$ cat config.mk
export PLATFORM = sky130hd
export DESIGN_NAME = switch_debounce
export DESIGN_NICKNAME = d
export VERILOG_FILES = /design/src/rtl/switch_debounce_pkg.sv /design/src/rtl/switch_debounce_ch.sv /design/src/rtl/switch_debounce.sv
export SDC_FILE = /design/constraint.sdc
export NUM_CORES = 1
export LEC_CHECK = 0
export BUFFER_PORTS_ARGS = -buffer_cell sky130_fd_sc_hd__buf_2
export CAP_MARGIN = 20
export CORE_AREA = 2 2 131 133
export DETAILED_ROUTE_END_ITERATION = 8
export DIE_AREA = 0 0 133 135
export PLACE_DENSITY = 0.67
export SYNTH_ARGS = -nofsm -noshare
export SYNTH_HDL_FRONTEND = slang
export SYNTH_HIERARCHICAL = 1
export SYNTH_SLANG_ARGS = --single-unit
$ cat constraint.sdc
create_clock -name clk -period 6.6 [get_ports clk]
set_input_delay 0.66 -clock clk [delete_from_list [all_inputs] [get_ports clk]]
set_output_delay 0.66 -clock clk [all_outputs]
set_load 0.05 [all_outputs]
$ cat src/rtl/switch_debounce_pkg.sv
// Shared switch/LED constants: default switch count, debounce window, press counter width.
package switch_debounce_pkg;
   localparam int NUM_SW_DEF    = 8;
   localparam int DB_CYCLES_DEF = 50000;
   localparam int PRESS_CNT_W   = 8;
endpackage

$ cat src/rtl/switch_debounce_ch.sv
// One switch channel: 2-flop synchronizer, persistence counter, edge pulses.
// Latency DB_CYCLES+1 edges from first sampling edge; no backpressure.
module switch_debounce_ch
   import switch_debounce_pkg::*;
#(
   parameter int DB_CYCLES = DB_CYCLES_DEF
) (
   input  logic clk,
   input  logic rst,
   input  logic sw,
   output logic state,
   output logic rise,
   output logic fall
);
   localparam int CW = $clog2(DB_CYCLES);
   localparam logic [CW-1:0] CNT_MAX = CW'(DB_CYCLES - 1);

   logic          sync1;
   logic          s;
   logic [CW-1:0] cnt;

   always_ff @(posedge clk) begin
      if (rst) begin
         sync1 <= 1'b0;
         s     <= 1'b0;
         cnt   <= '0;
         state <= 1'b0;
         rise  <= 1'b0;
         fall  <= 1'b0;
      end else begin
         sync1 <= sw;
         s     <= sync1;
         rise  <= 1'b0;
         fall  <= 1'b0;
         // any return to the accepted level restarts the window from zero
         if (s == state) begin
            cnt <= '0;
         end else if (cnt == CNT_MAX) begin
            state <= s;
            cnt   <= '0;
            rise  <= s;
            fall  <= ~s;
         end else begin
            cnt <= cnt + 1'b1;
         end
      end
   end
endmodule

$ cat src/rtl/switch_debounce.sv
// Debounces NUM_SW switches in parallel and counts accepted presses (wrapping).
// Latency DB_CYCLES+1 edges to sw_state, press_cnt one edge after sw_rise; no backpressure.
module switch_debounce
   import switch_debounce_pkg::*;
#(
   parameter int NUM_SW    = NUM_SW_DEF,
   parameter int DB_CYCLES = DB_CYCLES_DEF
) (
   input  logic                   clk,
   input  logic                   rst,
   input  logic [NUM_SW-1:0]      sw,
   output logic [NUM_SW-1:0]      sw_state,
   output logic [NUM_SW-1:0]      sw_rise,
   output logic [NUM_SW-1:0]      sw_fall,
   output logic [PRESS_CNT_W-1:0] press_cnt
);
   logic [PRESS_CNT_W-1:0] rise_cnt;

   for (genvar i = 0; i < NUM_SW; i++) begin : g_ch
      switch_debounce_ch #(
         .DB_CYCLES (DB_CYCLES)
      ) u_ch (
         .clk   (clk),
         .rst   (rst),
         .sw    (sw[i]),
         .state (sw_state[i]),
         .rise  (sw_rise[i]),
         .fall  (sw_fall[i])
      );
   end

   always_comb begin
      rise_cnt = '0;
      for (int i = 0; i < NUM_SW; i++) begin
         rise_cnt = rise_cnt + PRESS_CNT_W'(sw_rise[i]);
      end
   end

   always_ff @(posedge clk) begin
      if (rst) begin
         press_cnt <= '0;
      end else begin
         press_cnt <= press_cnt + rise_cnt;
      end
   end
endmodule
# Word level (Yosys, flattened, before mapping)
# Cells that the tools add are included.
totals:
  register_bits: 176
  out_inout_bits: 32
  wordCells: 129
op_classes:
  add_sub_neg: 16
  eq_ne: 16
  bitwise: 24
  n_reduce_logical: 24
ops:
  columns: ["op", "n"]
  rows:
  - ["$add A16 B1 Y16 const B", 8]
  - ["$eq A16 B16 Y1 const B", 8]
  - ["$reduce_or A3 Y1", 16]
  - ["$not A1 Y1", 24]
  - ["$reduce_and A2 Y1", 8]
  - ["$add A7 B1 Y8", 1]
  - ["$add A8 B8 Y8", 1]
  - ["$eq A1 B1 Y1", 8]
  - ["$add A6 B1 Y7", 1]
  - ["$add A5 B1 Y6", 1]
  - ["$add A4 B1 Y5", 1]
  - ["$add A3 B1 Y4", 1]
  - ["$add A2 B1 Y3", 1]
  - ["$add A1 B1 Y2", 1]

# Logic depth before layout (Yosys ltp)
# Gate-level depths: netlist of run 1.
logic_depth:
  depth_word: 8
  mapped_depth: 11

# By module
# The synthesis of run 1 kept the hierarchy.
by_module_without_submodules:
  columns: ["module", "instances", "cells_each", "area_each_um2"]
  rows:
  - ["switch_debounce_ch at g_ch[0].u_ch ...", 7, 93, 952.2]
  - ["switch_debounce_ch at g_ch[7].u_ch", 1, 100, 915.9]
  - ["switch_debounce", 1, 59, 588.1]

# Least setup slack after synthesis of run 1
# No wires, ideal clock.
synth_timing:
  kind: "register to register"
  startpoint: "reg g_ch[1].u_ch.rise"
  endpoint: "reg press_cnt[6]"
  arrival_time_ps: 3317
  t_required_ps: 6483
  path_slack_ps: 3166
  path_stages_with_launch: 12
  path_buffers: 0
  period_less_slack_ps: 3434
  cell_sequence: "dfxtp_1 fa_1 inv_1 fa_1 fa_1 fa_1 inv_1 fa_1 a211o_1 o2111ai_1 xor2_1 nor2_1"
synth_via:
  elab_chain_cells: 8
synth_lines:
  columns: ["item", "line_no", "text"]
  rows:
  - ["start, declared", "switch_debounce_ch.sv:12", "output logic rise,"]
  - ["start signal, assigned", "switch_debounce_ch.sv:41", "rise <= s;"]
  - ["$add A1 B1 Y2", "switch_debounce.sv:35", "rise_cnt = rise_cnt + PRESS_CNT_W'(sw_rise[i]);"]
  - ["$add A2 B1 Y3", "switch_debounce.sv:35", null]
  - ["$add A3 B1 Y4", "switch_debounce.sv:35", null]
  - ["$add A4 B1 Y5", "switch_debounce.sv:35", null]
  - ["$add A5 B1 Y6", "switch_debounce.sv:35", null]
  - ["$add A6 B1 Y7", "switch_debounce.sv:35", null]
  - ["$add A7 B1 Y8", "switch_debounce.sv:35", null]
  - ["$add A8 B8 Y8", "switch_debounce.sv:43", "press_cnt <= press_cnt + rise_cnt;"]
  - ["end signal, assigned", "switch_debounce.sv:43", null]
  - ["end, declared", "switch_debounce.sv:15", "output logic [PRESS_CNT_W-1:0] press_cnt"]
# No other way between the ends.
# A chain may end at the register's enable or synchronous reset.

# Worst setup path after layout of run 1
layout_timing:
  startpoint: "reg g_ch[0].u_ch.rise"
  endpoint: "reg press_cnt[6]"
layout_via:
  elab_chain_cells: 8
layout_lines:
  columns: ["item", "line_no"]
  rows:
  - ["start, declared", "switch_debounce_ch.sv:12"]
  - ["start signal, assigned", "switch_debounce_ch.sv:41"]
  - ["$add A1 B1 Y2", "switch_debounce.sv:35"]
  - ["$add A2 B1 Y3", "switch_debounce.sv:35"]
  - ["$add A3 B1 Y4", "switch_debounce.sv:35"]
  - ["$add A4 B1 Y5", "switch_debounce.sv:35"]
  - ["$add A5 B1 Y6", "switch_debounce.sv:35"]
  - ["$add A6 B1 Y7", "switch_debounce.sv:35"]
  - ["$add A7 B1 Y8", "switch_debounce.sv:35"]
  - ["$add A8 B8 Y8", "switch_debounce.sv:43"]
# No other way between the ends.

==> flow_metrics.env, run 1 <==
export IMPL_status="finished clean"
export IMPL_synth_area_per_cell_um2=10.1
export IMPL_wl_per_cell_um=12.6
export IMPL_layout_setup_ws_ps=3290
export IMPL_synth_xor_area_share=0.123
export IMPL_clkLatencyLatePin_ps=420
export IMPL_synth_cells=810
export IMPL_synth_cell_type_count=48
export IMPL_synthAdderAreaFrac=0.0337
export IMPL_clock_sinks=176
export IMPL_seq_power_share=0.523
export IMPL_n_fill_cell=1484
export IMPL_post_place_ws_ps=3280
export IMPL_place_hpwl_mm=9.71
export IMPL_h_tree_depth=4
export IMPL_synth_area_mux_share=0.0104
export IMPL_postRouteAntennaNets=0
export IMPL_arrival_ps=3590
export IMPL_ys_warn_count=6
export IMPL_clk_path_buf_depth=2
export IMPL_synth_top_area_frac=0.431
export IMPL_io_pins=42
export IMPL_timing_final_crit_share=0.501
export IMPL_p_switching_w=0.000433
export IMPL_grt_pass1_wl_mm=24.1
export IMPL_rows=47
export IMPL_fmaxAchievable_mhz=302
export IMPL_synth_seq_cells=176
export IMPL_r2r_start="g_ch[0].u_ch/rise$_SDFF_PP0_"
export IMPL_min_path_cells=1
export IMPL_synth_top_family_by_area="simple AND/OR/NAND/NOR gates"
export IMPL_slew_viol_final=0
export IMPL_grt_util_all_layers=0.164
export IMPL_synthTopCellsByCount="176 x dfxtp_1, 128 x nor2_1, 101 x xnor2_1"
export IMPL_worstMarginPinSlew_ps=679
export IMPL_maxCapViolCount=0
export IMPL_switching_share=0.211
export IMPL_final_setup_viol_count=0
export IMPL_power_density_mw_per_mm2=225
export IMPL_ctsResizeCount=0
export IMPL_cts_tree="yes"
export IMPL_grt_max_degree=69
export IMPL_path_class="flop to flop"
export IMPL_grt_use_met3=0.0480
export IMPL_diodes=0
export IMPL_initial_core_util=0.498
export IMPL_routed_wl_mm=13.8
export IMPL_dieWidth_um=133
export IMPL_cts_setup_buffers=0
export IMPL_ff2ff_path_depth=11
export IMPL_hold_end="g_ch[2].u_ch/s$_SDFF_PP0_"
export IMPL_synth_yosys_seq_area_share=0.431
export IMPL_slew_headroom=0.547
export IMPL_startpoint_type="flop"
export IMPL_synth_top_cells_by_area="dfxtp_1 43%, xnor2_1 11%, nor2_1 5.9%, nor4_2 3.5%, nor3_1 2.5%"
export IMPL_use_met2=0.246
export IMPL_first_pass_iters=4
export IMPL_synth_most_common_cell="dfxtp_1"
export IMPL_internal_power_w=0.00162
export IMPL_clockPowerShare=0.462
export IMPL_path_max_fanout=3
export IMPL_rsz0062_at_grt="no"
export IMPL_ctsHoldBuffers=0
export IMPL_skew_ps=6.67
export IMPL_rrSetupSlack_ps=3290
export IMPL_grt_use_met1=0.227
export IMPL_setup_tns_ps=0
export IMPL_dieArea_mm2=0.0180
export IMPL_synthesis_nets=839
export IMPL_leakage_nw=3.16
export IMPL_ir_drop_mv=0.187
export IMPL_portBuffers=41
export IMPL_place_gp_congestion=0.788
export IMPL_synth_top_area_cell="dfxtp_1"
export IMPL_end_kind="flop"
export IMPL_cts_root_buffer="clkbuf_16"
export IMPL_routed_via_count=5545
export IMPL_area_growth_pct=11.7
export IMPL_hold_viol=0
export IMPL_synthFlopType="dfxtp_1"
export IMPL_min_from="g_ch[2].u_ch/sync1$_SDFF_PP0_"
export IMPL_vias_per_cell=5.07
export IMPL_grt_pass1_vias=4971
export IMPL_core_mm2=0.0164
export IMPL_hp_class="flop to flop"
export IMPL_die_h_um=135
export IMPL_drive_gt1_frac=0.214
export IMPL_required_ps=6880
export IMPL_p_comb_frac=0.015
export IMPL_synth_edff_count=0
export IMPL_synth_simple_gate_area_frac=0.343
export IMPL_period_needed_ps=3310
export IMPL_final_util=0.556
export IMPL_cts_buffers=17
export IMPL_grt_ovfl_total=0
export IMPL_drtIter0Drc=290
export IMPL_gr_max_usage_layer="met2"
export IMPL_drc=0
export IMPL_layout_nets=890
export IMPL_synth_cell_area_mm2=0.00817
export IMPL_clk_pin_slew_ps=60
export IMPL_synth_compound_gate_area_share=0.0271
export IMPL_r2r_end="press_cnt[6]$_SDFF_PP0_"
export IMPL_antenna_found_initial=0
export IMPL_async_flop_share=0
[power by group through the flow]
stage / Sequential, W / Combinational (W) / Clock (W)
CTS: 0.00107 / 0.0000317 / 0.000985
floorplan: 0.00110 / 0.0000179 / 0
detailed placement: 0.00110 / 0.0000316 / 0
global placement: 0.00110 / 0.0000313 / 0
finish: 0.00107 / 0.0000309 / 0.000949
global route: 0.00107 / 0.0000350 / 0.00103
[metrics by stage]
step | total power, W | std cells | cell area [µm²] | hold slack, ps
after detailed placement | 0.00113 | 1062 | 8550 | 422
after CTS | 0.00209 | 1094 | 9120 | 423
after global routing | 0.00214 | 1094 | 9120 | 432
after floorplan | 0.00112 | 810 | 8170 | 414
after global placement | 0.00113 | 1062 | 8550 | 416
final | 0.00205 | 1094 | 9120 | 434
[cell families after synthesis]
| kind of cell | count (synthesis) |
|---|---|
| DFF | 176 |
| adders and majority gates | 19 |
| buffers and inverters | 51 |
| xor gates and xnor gates | 115 |
| AOI/OAI and AO/OA | 29 |
| and+or+nand+nor | 412 |
| muxes | 8 |
[registers in the layout, indices dropped and copies added, names as in the netlist]
| signal | count |
|---|---|
| g_ch.u_ch/cnt | 128 |
| g_ch.u_ch/fall | 8 |
| g_ch.u_ch/rise | 8 |
| g_ch.u_ch/s | 8 |
| g_ch.u_ch/state | 8 |
| g_ch.u_ch/sync1 | 8 |
| press_cnt | 8 |
[worst max-delay path, stage by stage (launching register included)]
cell and delay (ps):
dfxtp_1 330, fa_1 540, inv_1 50, fa_1 460, fa_1 520, fa_1 190
inv_1 50, fa_1 420, a211o_1 310, o2111ai_1 90, xor2_1 170, nor2_1 50
[final cells by class]
class / count / area, µm² / share of cell area
clock buffer: 21 / 460 / 0.0505
clock inverter: 11 / 108 / 0.0118
inverter: 41 / 154 / 0.0169
multi-input combinational: 583 / 4390 / 0.481
sequential: 176 / 3520 / 0.386
tap: 220 / 275 / 0.0302
timing repair buffer: 42 / 213 / 0.0233
[how the worst max path moves through the flow]
stage                            startpoint                       to  slack, ps  cells past startpoint
6_report       g_ch[0].u_ch/rise$_SDFF_PP0_  press_cnt[6]$_SDFF_PP0_       3290                     11
5_1_grt        g_ch[0].u_ch/rise$_SDFF_PP0_  press_cnt[6]$_SDFF_PP0_       3140                     11
4_1_cts        g_ch[0].u_ch/rise$_SDFF_PP0_  press_cnt[6]$_SDFF_PP0_       3260                     11
3_5_place_dp   g_ch[0].u_ch/rise$_SDFF_PP0_  press_cnt[6]$_SDFF_PP0_       3280                     11
3_3_place_gp   g_ch[0].u_ch/rise$_SDFF_PP0_  press_cnt[6]$_SDFF_PP0_       3340                     11
2_1_floorplan  g_ch[1].u_ch/rise$_SDFF_PP0_  press_cnt[6]$_SDFF_PP0_       3170                     11
[routing by layer]
| metal | part of all wire | up-vias |
|---|---|---|
| met4 | 0.0099 | 0 |
| met2 | 0.44 | 49 |
| met3 | 0.041 | 11 |
| li1 | - | 2910 |
| met5 | 0 | - |
| met1 | 0.51 | 2575 |
[cell usage in the layout, fill, tap and decap left out, types with 2 or more instances in the layout]
cell type,Yosys,routed
dfxtp_1,176,176
nor2_1,128,128
xnor2_1,101,101
inv_1,41,41
buf_2,1,41
nor3_1,40,40
nand3_1,35,35
nor4_2,23,23
nor2_2,21,21
nand4_1,21,21
nor2b_1,20,20
nand2_1,18,18
clkbuf_16,0,17
and3_1,17,17
nor4b_1,16,16
xor2_1,14,14
ha_1,14,14
nand4_2,14,14
nand2_2,14,14
a21oi_1,9,9
nor4b_4,7,7
nor4bb_1,7,7
and4bb_2,7,7
nand4_4,7,7
mux2i_1,7,7
nor4_4,7,7
a31o_2,7,7
fa_1,5,5
clkinv_4,0,4
nand2b_1,3,3
o21ai_2,2,2
o21ai_0,2,2
clkinvlp_4,0,2
clkinv_2,0,2
clkbuf_8,0,2
inv_6,0,2
clkbuf_1,0,2
nor4_1,2,2
No activity file was read; power rests on OpenSTA's default activity.
==> run 2, diff against run 1 <==
--- a/config.mk
+++ b/config.mk
@@ -5,12 +5,13 @@
 export SDC_FILE = /design/constraint.sdc
 export NUM_CORES = 1
 export LEC_CHECK = 0
+export ABC_AREA = 1
 export BUFFER_PORTS_ARGS = -buffer_cell sky130_fd_sc_hd__buf_2
 export CAP_MARGIN = 20
-export CORE_AREA = 2 2 131 133
+export CORE_AREA = 2 2 137 139
 export DETAILED_ROUTE_END_ITERATION = 8
-export DIE_AREA = 0 0 133 135
-export PLACE_DENSITY = 0.67
+export DIE_AREA = 0 0 139 141
+export PLACE_DENSITY = 0.69
 export SYNTH_ARGS = -nofsm -noshare
 export SYNTH_HDL_FRONTEND = slang
 export SYNTH_HIERARCHICAL = 1
==> constraint.sdc (replaced) <==
create_clock -name clk -period 2.8 [get_ports clk]
set_input_delay 0.28 -clock clk [delete_from_list [all_inputs] [get_ports clk]]
set_output_delay 0.28 -clock clk [all_outputs]
set_load 0.05 [all_outputs]
==> flow_metrics.env, run 2 <==
export IMPL_place_hpwl_mm=12.5
export IMPL_maxCapViolCount=0
export IMPL_layout_nets=1309
export IMPL_synth_seq_cells=176
export IMPL_p_switching_w=0.000995
export IMPL_synth_simple_gate_area_frac=0.384
export IMPL_path_max_fanout=2
export IMPL_synth_xor_area_share=0.0560
export IMPL_post_place_ws_ps=-173
export IMPL_io_pins=42
export IMPL_skew_ps=6.39
export IMPL_layout_setup_ws_ps=-169
export IMPL_synth_most_common_cell="nand2_1"
export IMPL_clockPowerShare=0.468
export IMPL_hold_viol=0
export IMPL_internal_power_w=0.00389
export IMPL_synth_top_cells_by_area="dfxtp_1 40%, nand2_1 11%, nor2_1 7.8%, nor2_2 7.2%, inv_1 7.0%"
export IMPL_max_flop_register="g_ch.u_ch/cnt"
export IMPL_grt_pass1_wl_mm=29.8
export IMPL_ir_drop_mv=0.408
export IMPL_required_ps=3120
export IMPL_power_density_mw_per_mm2=494
export IMPL_synth_top_area_cell="dfxtp_1"
export IMPL_diodes=0
export IMPL_final_setup_viol_count=6
export IMPL_synthFlopType="dfxtp_1"
export IMPL_first_pass_iters=6
export IMPL_timing_final_crit_share=1.06
export IMPL_grt_max_degree=29
export IMPL_dieWidth_um=139
export IMPL_cts_tree="yes"
export IMPL_path_class="flop to flop"
export IMPL_rsz0062_at_grt="yes"
export IMPL_end_kind="flop"
export IMPL_seq_power_share=0.517
export IMPL_core_mm2=0.0183
export IMPL_postRouteAntennaNets=0
export IMPL_grt_pass1_vias=6815
export IMPL_ys_warn_count=6
export IMPL_finalInstanceArea_mm2=0.00989
export IMPL_slew_headroom=0.553
export IMPL_grt_ovfl_total=0
export IMPL_grt_util_all_layers=0.181
export IMPL_worstMarginPinSlew_ps=671
export IMPL_cts_setup_buffers=0
export IMPL_synth_top_family_by_area="simple AND/OR/NAND/NOR gates"
export IMPL_drc=0
export IMPL_finalPower_w=0.00488
export IMPL_synth_yosys_seq_area_share=0.396
export IMPL_dieArea_mm2=0.0196
export IMPL_synth_area_per_cell_um2=7.27
export IMPL_largest_reg_flops=128
export IMPL_synth_cell_type_count=29
export IMPL_synthesis_nets=1254
export IMPL_die_h_um=141
export IMPL_arrival_ps=3280
export IMPL_vias_per_cell=4.84
export IMPL_drive_gt1_frac=0.175
export IMPL_hp_class="input pin to flop"
export IMPL_switching_share=0.204
export IMPL_synthAdderAreaFrac=0.0309
export IMPL_mostFrequentLayoutCell="nand2_1"
export IMPL_synth_cell_area_mm2=0.00891
export IMPL_status="finished with violations"
export IMPL_routed_via_count=7388
export IMPL_final_cell_mix="249 x nand2_1, 185 x nor2_1, 173 x dfxtp_1, 163 x inv_1, 102 x nor2_2"
export IMPL_place_gp_congestion=0.836
export IMPL_p_comb_frac=0.015
export IMPL_async_flop_share=0
export IMPL_cts_root_buffer="clkbuf_16"
export IMPL_synth_cells=1225
export IMPL_synth_area_mux_share=0
export IMPL_slew_viol_final=0
export IMPL_startpoint_type="flop"
export IMPL_clk_pin_slew_ps=60
export IMPL_clock_sinks=176
export IMPL_drtIter0Drc=243
export IMPL_clkLatencyLatePin_ps=420
export IMPL_area_growth_pct=11.0
export IMPL_synthTopCellsByCount="251 x nand2_1, 185 x nor2_1, 176 x dfxtp_1"
export IMPL_period_needed_ps=2970
export IMPL_antenna_found_initial=0
export IMPL_portBuffers=41
export IMPL_initial_core_util=0.488
export IMPL_synth_top_area_frac=0.396
export IMPL_wl_per_cell_um=11.1
export IMPL_synth_edff_count=0
export IMPL_rows=50
export IMPL_clk_path_buf_depth=2
export IMPL_synth_compound_gate_area_share=0.0434
export IMPL_cts_buffers=17
export IMPL_placed_cell_area_mm2=0.00930
export IMPL_failed_checks="setup timing"
export IMPL_fmaxAchievable_mhz=337
export IMPL_routed_wl_mm=16.9
export IMPL_leakage_nw=3.49
export IMPL_h_tree_depth=4
==> run 2: changes by cell type after synthesis, sizes merged, moves of 20 or more <==
cell,previous run,this run
a21oi,9,56
inv,41,173
nand2,32,266
nand3,35,89
nor2,149,289
nor2b,20,0
nor3,40,3
nor4,32,0
nor4b,23,0
xnor2,101,11
xor2,14,46
==> run 2: cell families (layout without fill, tap and decap cells) <==
kind of cell / count (synthesis) / count (layout)
AND/OR/NAND/NOR: 719 / 719
flip-flops: 176 / 176
buffers and inverters: 181 / 248
AO/OA/AOI/OAI: 73 / 73
XOR/XNOR: 57 / 57
adder cells (fa/ha/maj): 19 / 19
==> run 2: worst max-delay path, cell delays in order, from the launching register on <==
cell and delay [ps]:
dfxtp_4 340, fa_1 520, inv_1 50, fa_1 490, fa_1 430, fa_2 350
inv_2 70, fa_2 210, nand3_2 90, a21oi_2 150, nand2_1 60, nand2_1 50
nor2_1 40
==> run 2: final timing paths <==
| kind | start | endpoint | slack [ps] | depth (start not counted) |
|---|---|---|---|---|
| worst min register to register | g_ch[6].u_ch/sync1$_SDFF_PP0_ | g_ch[6].u_ch/s$_SDFF_PP0_ | 400 | 2 |
| worst max register to register | g_ch[0].u_ch/rise$_SDFF_PP0_ | press_cnt[6]$_SDFF_PP0_ | -170 | 12 |
| worst max-delay path | g_ch[0].u_ch/rise$_SDFF_PP0_ | press_cnt[6]$_SDFF_PP0_ | -170 | 12 |
| worst min-delay path | sw[2] | g_ch[2].u_ch/sync1$_SDFF_PP0_ | 60 | 3 |
==> run 2: timing repair <==
item | CTS | global route
cloned | 0 | 0
pin swaps | 2 | 1
endpoints found under the hold margin | 0 | 0
endpoints found under the setup margin | 7 | 7
gates resized for setup | 4 | 1
hold buffers | 0 | 0
==> run 2: cell type report <==
| class | instances | area, µm² |
|---|---|---|
| multi-input combinational | 868 | 4610 |
| inverter | 173 | 649 |
| tap | 234 | 293 |
| sequential | 176 | 3530 |
| timing repair buffer | 44 | 228 |
| clock buffer | 21 | 460 |
| clock inverter | 10 | 111 |
| fill | 1795 | 8380 |
==> run 2: metal layers <==
metal / global-route usage / routed length (µm) / vias up
met2: 0.299 / 7540 / 82
met3: 0.0557 / 751 / 12
met1: 0.229 / 8450 / 3320
li1: - / - / 3974
met5: 0 / 0 / -
met4: 0.0510 / 187 / 0
==> run 2: metrics by stage <==
| step | utilization | hold slack (ps) | std cells | TNS (ps) |
|---|---|---|---|---|
| final | 0.541 | 58.9 | 1526 | -727 |
| after global routing | 0.541 | 38.8 | 1526 | -1680 |
| after CTS | 0.541 | 37.8 | 1526 | -828 |
| after detailed placement | 0.509 | 392 | 1495 | -816 |
| after global placement | 0.509 | 391 | 1495 | -584 |
| after floorplan | - | 347 | 1225 | -444 |
==> run 2: power groups by stage <==
stage                     sequential, W  combinational, W  clock (W)
final                           0.00252         0.0000726    0.00229
after global routing            0.00252         0.0000833    0.00247
after CTS                       0.00252         0.0000737    0.00236
after detailed placement        0.00258         0.0000731          0
after global placement          0.00258         0.0000724          0
after floorplan                 0.00258         0.0000608          0
==> run 3, diff against run 2 <==
--- a/config.mk
+++ b/config.mk
@@ -5,12 +5,11 @@
 export SDC_FILE = /design/constraint.sdc
 export NUM_CORES = 1
 export LEC_CHECK = 0
-export ABC_AREA = 1
 export BUFFER_PORTS_ARGS = -buffer_cell sky130_fd_sc_hd__buf_2
 export CAP_MARGIN = 20
-export CORE_AREA = 2 2 137 139
+export CORE_AREA = 2 2 131 133
 export DETAILED_ROUTE_END_ITERATION = 8
-export DIE_AREA = 0 0 139 141
+export DIE_AREA = 0 0 133 135
 export PLACE_DENSITY = 0.69
 export SYNTH_ARGS = -nofsm -noshare
 export SYNTH_HDL_FRONTEND = slang
==> flow_metrics.env, run 3 (synthesis results as in run 1) <==
export IMPL_seq_power_share=0.510
export IMPL_clock_sinks=176
export IMPL_rows=47
export IMPL_vias_per_cell=5.12
export IMPL_layout_nets=901
export IMPL_required_ps=3120
export IMPL_path_max_fanout=3
export IMPL_worst_hold_slack_ps=57.6
export IMPL_crit_slowest_cell="fa_1"
export IMPL_p_switching_w=0.00105
export IMPL_routed_wl_mm=14.6
export IMPL_grt_util_all_layers=0.175
export IMPL_grt_ovfl_total=0
export IMPL_cts_tree="yes"
export IMPL_dpl_cell_count=1070
export IMPL_fin_cells=1104
export IMPL_routed_via_count=5649
export IMPL_layout_setup_ws_ps=-426
export IMPL_drive_gt1_frac=0.238
export IMPL_postRouteAntennaNets=0
export IMPL_slew_viol_final=0
export IMPL_period_needed_ps=3230
export IMPL_skew_ps=8.25
export IMPL_clk_pin_slew_ps=70
export IMPL_cts_buffers=17
export IMPL_initial_core_util=0.498
export IMPL_first_pass_iters=4
export IMPL_final_setup_viol_count=7
export IMPL_place_hpwl_mm=10.2
export IMPL_io_pins=42
export IMPL_largest_reg_flops=128
export IMPL_switching_share=0.212
export IMPL_slew_headroom=0.601
export IMPL_grt_pass1_wl_mm=25.2
export IMPL_power_density_mw_per_mm2=533
export IMPL_dieArea_mm2=0.0180
export IMPL_startpoint_type="flop"
export IMPL_antenna_found_initial=0
export IMPL_portBuffers=41
export IMPL_h_tree_depth=4
export IMPL_hp_class="input pin to flop"
export IMPL_rsz0062_at_grt="yes"
export IMPL_failed_checks="setup timing"
export IMPL_clk_path_buf_depth=2
export IMPL_drc=0
export IMPL_maxCapViolCount=0
export IMPL_p_comb_frac=0.016
export IMPL_fmaxAchievable_mhz=310
export IMPL_area_growth_pct=13.8
export IMPL_crit_path_frequent_cell="fa_1"
export IMPL_final_cell_mix="173 x dfxtp_1, 128 x nor2_1, 100 x xnor2_1, 41 x buf_2"
export IMPL_status="finished with violations"
export IMPL_drtIter0Drc=250
export IMPL_crit_chain="fa_1 > inv_1 > fa_1 > fa_1 > fa_2 > inv_2 > fa_2 > a211o_1 > o2111ai_2 > xor2_1 > nor2_1"
export IMPL_dieWidth_um=133
export IMPL_critical_path_buf_inv_count=2
export IMPL_cpLargestDelayFamily="adder cells"
export IMPL_path_class="flop to flop"
export IMPL_diodes=0
export IMPL_cpPeakStageDelay_ps=540
export IMPL_leakage_nw=3.23
export IMPL_clockPowerShare=0.474
export IMPL_timing_final_crit_share=1.15
export IMPL_finalPower_w=0.00496
export IMPL_die_h_um=135
export IMPL_max_flop_register="g_ch.u_ch/cnt"
export IMPL_core_mm2=0.0164
export IMPL_wl_per_cell_um=13.2
export IMPL_worstMarginPinSlew_ps=591
export IMPL_end_kind="flop"
export IMPL_grt_pass1_vias=5381
export IMPL_grt_max_degree=40
export IMPL_ir_drop_mv=0.425
export IMPL_internal_power_w=0.00390
export IMPL_clkLatencyLatePin_ps=430
export IMPL_place_gp_congestion=0.785
export IMPL_mostFrequentLayoutCell="dfxtp_1"
export IMPL_cts_root_buffer="clkbuf_16"
export IMPL_hold_viol=0
export IMPL_arrival_ps=3540
==> run 3: changes by cell type in the layout (fill, tap and decap cells not counted), sizes merged, moves of 47 or more <==
cell / before / now
nand2: 266 / 32
nor2: 289 / 149
inv: 174 / 42
xnor2: 11 / 101
nand3: 89 / 35
a21oi: 56 / 9
==> run 3: routing by layer <==
layer / routed length, µm / share of wire / track usage / vias up
li1: - / - / - / 2924
met1: 7230 / 0.49 / 0.233 / 2633
met2: 6570 / 0.45 / 0.271 / 71
met3: 523 / 0.036 / 0.0432 / 21
met4: 303 / 0.021 / 0.0765 / 0
met5: 0 / 0 / 0 / -
==> run 3: final cells by class <==
class | count | area (µm²)
timing repair buffer | 53 | 319
tap | 220 | 275
inverter | 41 | 154
clock inverter | 12 | 136
multi-input combinational | 583 | 4420
clock buffer | 19 | 453
sequential | 176 | 3530
fill | 1462 | 7110
==> run 3: timing repair <==
action / in CTS / in global routing
setup buffers: 3 / 0
gates resized for setup: 10 / 0
pin swaps: 2 / 0
hold buffers: 0 / 0
setup endpoints to repair: 7 / 7
==> run 3: final timing paths <==
kind / from / to / slack [ps] / cells after the start
worst min-delay path: sw[5] / g_ch[5].u_ch/sync1$_SDFF_PP0_ / 60 / 2
worst max-delay path: g_ch[0].u_ch/rise$_SDFF_PP0_ / press_cnt[6]$_SDFF_PP0_ / -430 / 11
worst min register to register: g_ch[7].u_ch/sync1$_SDFF_PP0_ / g_ch[7].u_ch/s$_SDFF_PP0_ / 440 / 1
worst max register to register: g_ch[0].u_ch/rise$_SDFF_PP0_ / press_cnt[6]$_SDFF_PP0_ / -430 / 11
==> run 3: power by group through the flow <==
stage	combinational (W)	clock, W	sequential [W]
after global placement	0.0000787	0	0.00259
final	0.0000782	0.00235	0.00253
after detailed placement	0.0000793	0	0.00259
after floorplan	0.0000422	0	0.00259
after global routing	0.0000875	0.00252	0.00253
after CTS	0.0000798	0.00241	0.00253
==> run 3: worst register-to-register path: stages (launching register included) <==
cell       delay [ps]
dfxtp_4           350
fa_1              540
inv_1              50
fa_1              460
fa_1              520
fa_2              210
inv_2              40
fa_2              350
a211o_1           310
o2111ai_2          70
xor2_1            170
nor2_1             50
==> run 3: per-stage QoR <==
step	cell area, µm²	setup slack, ps	util	TNS [ps]
global route	9300	-578	0.567	-3200
finish	9300	-426	0.567	-2260
floorplan	8190	-367	-	-1270
detailed placement	8640	-409	0.527	-2030
global placement	8640	-390	0.527	-1830
CTS	9300	-433	0.567	-2350
